--- src/rtl/ctc_trigger_cond.sv ---
// Trigger conditioner feeding z80ctc_top trg0..trg3: per channel, a synchronised/filtered pin or a shared divider tick.
// Define CTC_TRG_RDBK_EN to enable register readback on dout; otherwise dout is tied to 8'hFF.
module ctc_trigger_cond #(
  parameter int unsigned SYNC_STAGES = 2,
  parameter int unsigned DIV_W       = 16
) (
  input  logic       clock,
  input  logic       reset_n,
  input  logic       clock_ena,
  input  logic [7:0] din,
  input  logic [2:0] addr,
  input  logic       we,
  input  logic       rd,
  output logic [7:0] dout,
  input  logic [3:0] ext_trg,
  output logic [3:0] trg
);

  localparam int unsigned NCH   = 4;
  localparam int unsigned FLT_W = 4;

  logic [SYNC_STAGES-1:0][NCH-1:0] sync_q, sync_d;
  logic [7:0]                      cfg_q [NCH];
  logic [7:0]                      cfg_d [NCH];
  logic [7:0]                      div_lo_q, div_lo_d;
  logic [DIV_W-1:0]                div_q, div_d;
  logic [DIV_W-1:0]                div_cnt_q, div_cnt_d;
  logic                            div_en_q, div_en_d;
  logic [FLT_W-1:0]                flt_cnt_q [NCH];
  logic [FLT_W-1:0]                flt_cnt_d [NCH];
  logic [NCH-1:0]                  trg_q, trg_d;

  logic [NCH-1:0]                  s_c;
  logic [FLT_W-1:0]                thr_c [NCH];
  logic [DIV_W-1:0]                reload_c, new_div_c, new_reload_c;
  logic                            tick_c, commit_c;

  // Per-channel conditioned pin level, effective threshold, and divider reload (a zero DIV behaves as 1).
  always_comb begin
    for (int unsigned n = 0; n < NCH; n++) begin
      s_c[n]   = sync_q[SYNC_STAGES-1][n] ^ cfg_q[n][1];
      thr_c[n] = cfg_q[n][2] ? cfg_q[n][7:4] : '0;
    end
    reload_c     = (div_q == '0) ? DIV_W'(1) : div_q;
    new_div_c    = DIV_W'({din, div_lo_q});
    new_reload_c = (new_div_c == '0) ? DIV_W'(1) : new_div_c;
    commit_c     = clock_ena && we && (addr == 3'd5);
    tick_c       = div_en_q && (div_cnt_q == '0);
  end

  // Next-state: synchroniser, divider, filters, register writes.
  always_comb begin
    sync_d    = {sync_q[SYNC_STAGES-2:0], ext_trg};
    cfg_d     = cfg_q;
    div_lo_d  = div_lo_q;
    div_d     = div_q;
    div_en_d  = div_en_q;
    div_cnt_d = div_cnt_q;
    flt_cnt_d = flt_cnt_q;
    trg_d     = trg_q;

    if (clock_ena) begin
      if (div_en_q) begin
        div_cnt_d = (div_cnt_q == '0) ? reload_c : div_cnt_q - DIV_W'(1);
      end

      for (int unsigned n = 0; n < NCH; n++) begin
        if (cfg_q[n][0]) begin
          trg_d[n]     = tick_c && !commit_c;
          flt_cnt_d[n] = '0;
        end else if (s_c[n] == trg_q[n]) begin
          flt_cnt_d[n] = '0;
        end else if (flt_cnt_q[n] == thr_c[n]) begin
          trg_d[n]     = s_c[n];
          flt_cnt_d[n] = '0;
        end else begin
          flt_cnt_d[n] = flt_cnt_q[n] + FLT_W'(1);
        end
      end

      // Writes land after the events above, so a coincident event sees the old register value.
      if (we) begin
        case (addr)
          3'd0, 3'd1, 3'd2, 3'd3: begin
            cfg_d[addr[1:0]] = din;
            if (din[0] != cfg_q[addr[1:0]][0]) begin
              trg_d[addr[1:0]]     = 1'b0;
              flt_cnt_d[addr[1:0]] = '0;
            end
          end
          3'd4: div_lo_d = din;
          3'd5: begin
            div_d     = new_div_c;
            div_cnt_d = new_reload_c;
          end
          3'd6: div_en_d = din[0];
          default: ;
        endcase
      end
    end
  end

  always_ff @(posedge clock or negedge reset_n) begin
    if (!reset_n) begin
      sync_q    <= '0;
      div_lo_q  <= '0;
      div_q     <= '0;
      div_cnt_q <= DIV_W'(1);
      div_en_q  <= 1'b0;
      trg_q     <= '0;
      for (int unsigned n = 0; n < NCH; n++) begin
        cfg_q[n]     <= '0;
        flt_cnt_q[n] <= '0;
      end
    end else begin
      sync_q    <= sync_d;
      div_lo_q  <= div_lo_d;
      div_q     <= div_d;
      div_cnt_q <= div_cnt_d;
      div_en_q  <= div_en_d;
      trg_q     <= trg_d;
      for (int unsigned n = 0; n < NCH; n++) begin
        cfg_q[n]     <= cfg_d[n];
        flt_cnt_q[n] <= flt_cnt_d[n];
      end
    end
  end

  assign trg = trg_q;

`ifdef CTC_TRG_RDBK_EN
  logic [7:0]  dout_q, dout_d;
  logic [15:0] div_view_c;

  // Readback samples pre-write values, so a write and read together return the old contents.
  always_comb begin
    div_view_c = 16'(div_q);
    dout_d     = dout_q;
    if (clock_ena && rd) begin
      case (addr)
        3'd4:    dout_d = div_view_c[7:0];
        3'd5:    dout_d = div_view_c[15:8];
        3'd6:    dout_d = {7'b0, div_en_q};
        3'd7:    dout_d = {4'b0, trg_q};
        default: dout_d = cfg_q[addr[1:0]];
      endcase
    end
  end

  always_ff @(posedge clock or negedge reset_n) begin
    if (!reset_n) begin
      dout_q <= 8'hFF;
    end else begin
      dout_q <= dout_d;
    end
  end

  assign dout = dout_q;
`else
  logic unused_rd;
  assign unused_rd = rd;
  assign dout      = 8'hFF;
`endif

endmodule

--- config.mk ---
export PLATFORM = sky130hd
export DESIGN_NAME = ctc_trigger_cond
export DESIGN_NICKNAME = d
export VERILOG_FILES = /design/src/rtl/ctc_trigger_cond.sv
export SDC_FILE = /design/constraint.sdc
export NUM_CORES = 1
export LEC_CHECK = 0
export ABC_AREA = 1
export BUFFER_PORTS_ARGS = -buffer_cell sky130_fd_sc_hd__clkbuf_2
export CAP_MARGIN = 20
export CORE_UTILIZATION = 40
export DETAILED_ROUTE_END_ITERATION = 16
export SLEW_MARGIN = 20
export SYNTH_ARGS = -nofsm -noshare
export SYNTH_HDL_FRONTEND = slang
export SYNTH_SLANG_ARGS = --single-unit
--- constraint.sdc ---
create_clock -name clock -period 2.4 [get_ports clock]
set_input_delay 0.48 -clock clock [delete_from_list [all_inputs] [get_ports clock]]
set_output_delay 0.48 -clock clock [all_outputs]
set_load 0.02 [all_outputs]
==> results.json <==
{
  "gr-usage-all-layers_pct": 20.43,
  "path_class": "reg -> reg",
  "crit_slowest_cell": "dfstp_2",
  "core_area_um2": 13450,
  "cts.sinks": 97,
  "slew_headroom_pct": 63.05,
  "cp-end-kind": "register",
  "utilization_pct": 45.60,
  "cp.arrival_ns": 2.21,
  "initial_utilization_pct": 41.56,
  "cp_top_family": "simple AND/OR/NAND/NOR gates",
  "worstMarginPinSlew_ns": 0.5543,
  "cts-root-buf": "clkbuf_16",
  "finalHoldViolCount": 0,
  "postRouteAntennaNets": 0,
  "io_pins": 32,
  "antenna_found_initial": 0,
  "worst_clock_skew_ns": 0.008215,
  "clkTransAtPathRegs_ns": 0.06,
  "die_area_um2": 14450,
  "syn_to_final_growth_pct": 9.736,
  "gp_congestion": 0.8756,
  "ctsHoldBuffers": 0,
  "hpwl_um": 9712,
  "cts_buffer_depth": 2,
  "drtPass1Iterations": 5,
  "critical_path.cell_chain": "inv_1 > ha_1 > nand3_1 > nor2_4 > nand3_2 > clkinv_1 > nand2_1 > nand3_1 > o211ai_1 > nand2_1",
  "setup_viol": 0,
  "synth_seq_area_share_pct": 43.44,
  "drt_wl_total_um": 13500,
  "synth_edf_count": 0,
  "async_reset_ff_share_pct": 100.0,
  "fin_nets": 808,
  "worstPathBufferInverterCount": 2,
  "grt_setup_unrepaired": "false",
  "grt_pass1_vias": 4597,
  "drc": 0,
  "diodes": 0,
  "crit_required_ns": 2.63,
  "cts_setup_buffers": 0,
  "cts_made_buffers": 9,
  "num_rows": 42,
  "fmax_ghz": 0.5057,
  "period_needed_ns": 1.978,
  "gr-total-overflow": 0,
  "synth_seq_cells": 97,
  "dr.first_iter.drc_count": 419,
  "numPortBuffers": 22,
  "irDropWorstVdd_mv": 0.6615,
  "cpPeakStageDelay_ns": 0.58,
  "max_cap_violations": 0,
  "die_h_um": 120.2,
  "htreeDepth": 3,
  "final_cell_mix": "239 x nand2_1, 96 x dfrtp_1, 68 x inv_1",
  "synth.distinct_cells": 40,
  "postSynthCellCount": 760,
  "cts_tree": "done",
  "cts_resized": 0,
  "syn_avg_cell_area_um2": 7.356,
  "synth_ff_type": "dfrtp_1",
  "via_per_inst": 5.053,
  "worstPathMaxFanout": 5,
  "chipWidth_um": 120.2,
  "total_leakage_power_nw": 3.050,
  "yosysWarnings": 0,
  "status": "complete, no violations",
  "clock_latency_ns": 0.35,
  "setup_tns_ns": 0,
  "period_share_pct": 82.40,
  "power_density_nw_per_um2": 873.0,
  "grt_max_degree": 98,
  "grt_pass1_wl_um": 22960,
  "final_common_cell": "nand2_1",
  "worstSetupStartpointType": "register",
  "maxSlewViolCount": 0,
  "hold_path.class": "in -> async",
  "netlist_area_um2": 5590,
  "wire_per_inst_um": 14.03,
  "layout-drive-gt1-share_pct": 10.18,
  "vias": 4861
}
-- cell families after synthesis --
family | count (synthesis) | share of synthesized area, %
simple gates | 393 | 30.33
compound gates | 125 | 11.50
buf+inv | 107 | 8.460
flops | 97 | 43.44
xor+xnor | 31 | 4.857
fa+ha+maj | 6 | 1.343
other cells | 1 | 0.06708
-- power breakdown --
group | internal [mW] | switching, mW | leakage (nW) | total (mW)
registers | 1.99 | 0.407 | 1.23 | 2.40
clock network | 0.699 | 0.603 | 0.118 | 1.30
logic | 0.618 | 1.04 | 1.70 | 1.66
-- path summary, 6_finish.rpt --
kind	to	depth (start not counted)	slack, ns	from
setup / recovery	div_cnt_q[3]	10	0.42	div_cnt_q[0]
hold / removal	flt_cnt_q[6]	2	0.15	reset_n
setup reg to reg	div_cnt_q[3]	10	0.42	div_cnt_q[0]
hold reg to reg	sync_q[5]	0	0.35	sync_d[5]
max in group asynchronous	div_cnt_q[0]	2	1.79	reset_n
min in group clock	sync_d[7]	1	0.24	ext_trg[3]
-- flip-flops by register name, indices dropped and copies added (netlist names) --
name,count
div_cnt_q,16
div_en_q,1
div_q,16
sync_q,4
flt_cnt_q,16
cfg_q,28
div_lo_q,8
trg,4
sync_d,4
-- layout make-up --
class	instances	area, um^2
clock buffer	11	232.7
clock inverter	4	31.28
fill	1375	7318
inverter	79	306.5
multi-input combinational	563	2715
sequential	97	2429
tap	176	220.2
timing repair buffer	32	200.2
-- per-layer routing --
layer,up-vias,share of wire [%],track usage (%)
met5,-,0,0
li1,2448,-,-
met4,0,1.1,5.324
met1,2283,47,27.21
met2,117,47,33.15
met3,13,4.5,5.142
-- stage by stage --
step	cell area (um^2)	power (mW)	setup WS, ns	instances	hold slack [ns]
final	6135	5.356	0.4224	962	0.1453
after detailed placement	5871	4.076	0.4390	947	0.3395
after CTS	6135	5.402	0.4273	962	0.2109
after global routing	6135	5.805	0.2192	962	0.2180
after global placement	5871	4.021	0.4367	947	0.3315
after floorplan	5617	3.608	0.8218	767	0.1844
-- cell usage after synthesis, drive strengths merged, types with 2 or more instances --
master  count  area (um^2)
a21oi      30        153.9
buf        18        128.9
clkbuf     10        37.54
clkinv      3        16.27
dfrtp      96         2402
ha          6        75.07
inv        76        290.3
nand2     245        939.7
nand3      48        245.2
nand4       7        43.79
nor2       80        387.9
nor3        7        40.04
nor4        2        12.51
o211ai      3        22.52
o21ai      90        454.2
or2         2        12.52
xnor2      12        105.1
xor2       19        166.4
-- worst register-to-register path, cell delays in order, from the launching register on --
cell and delay (ns):
dfstp_2 0.58, inv_1 0.10, ha_1 0.24, nand3_1 0.14, nor2_4 0.05, nand3_2 0.10
clkinv_1 0.26, nand2_1 0.15, nand3_1 0.09, o211ai_1 0.09, nand2_1 0.06
Note: power is estimated with default switching activity, not from simulation.
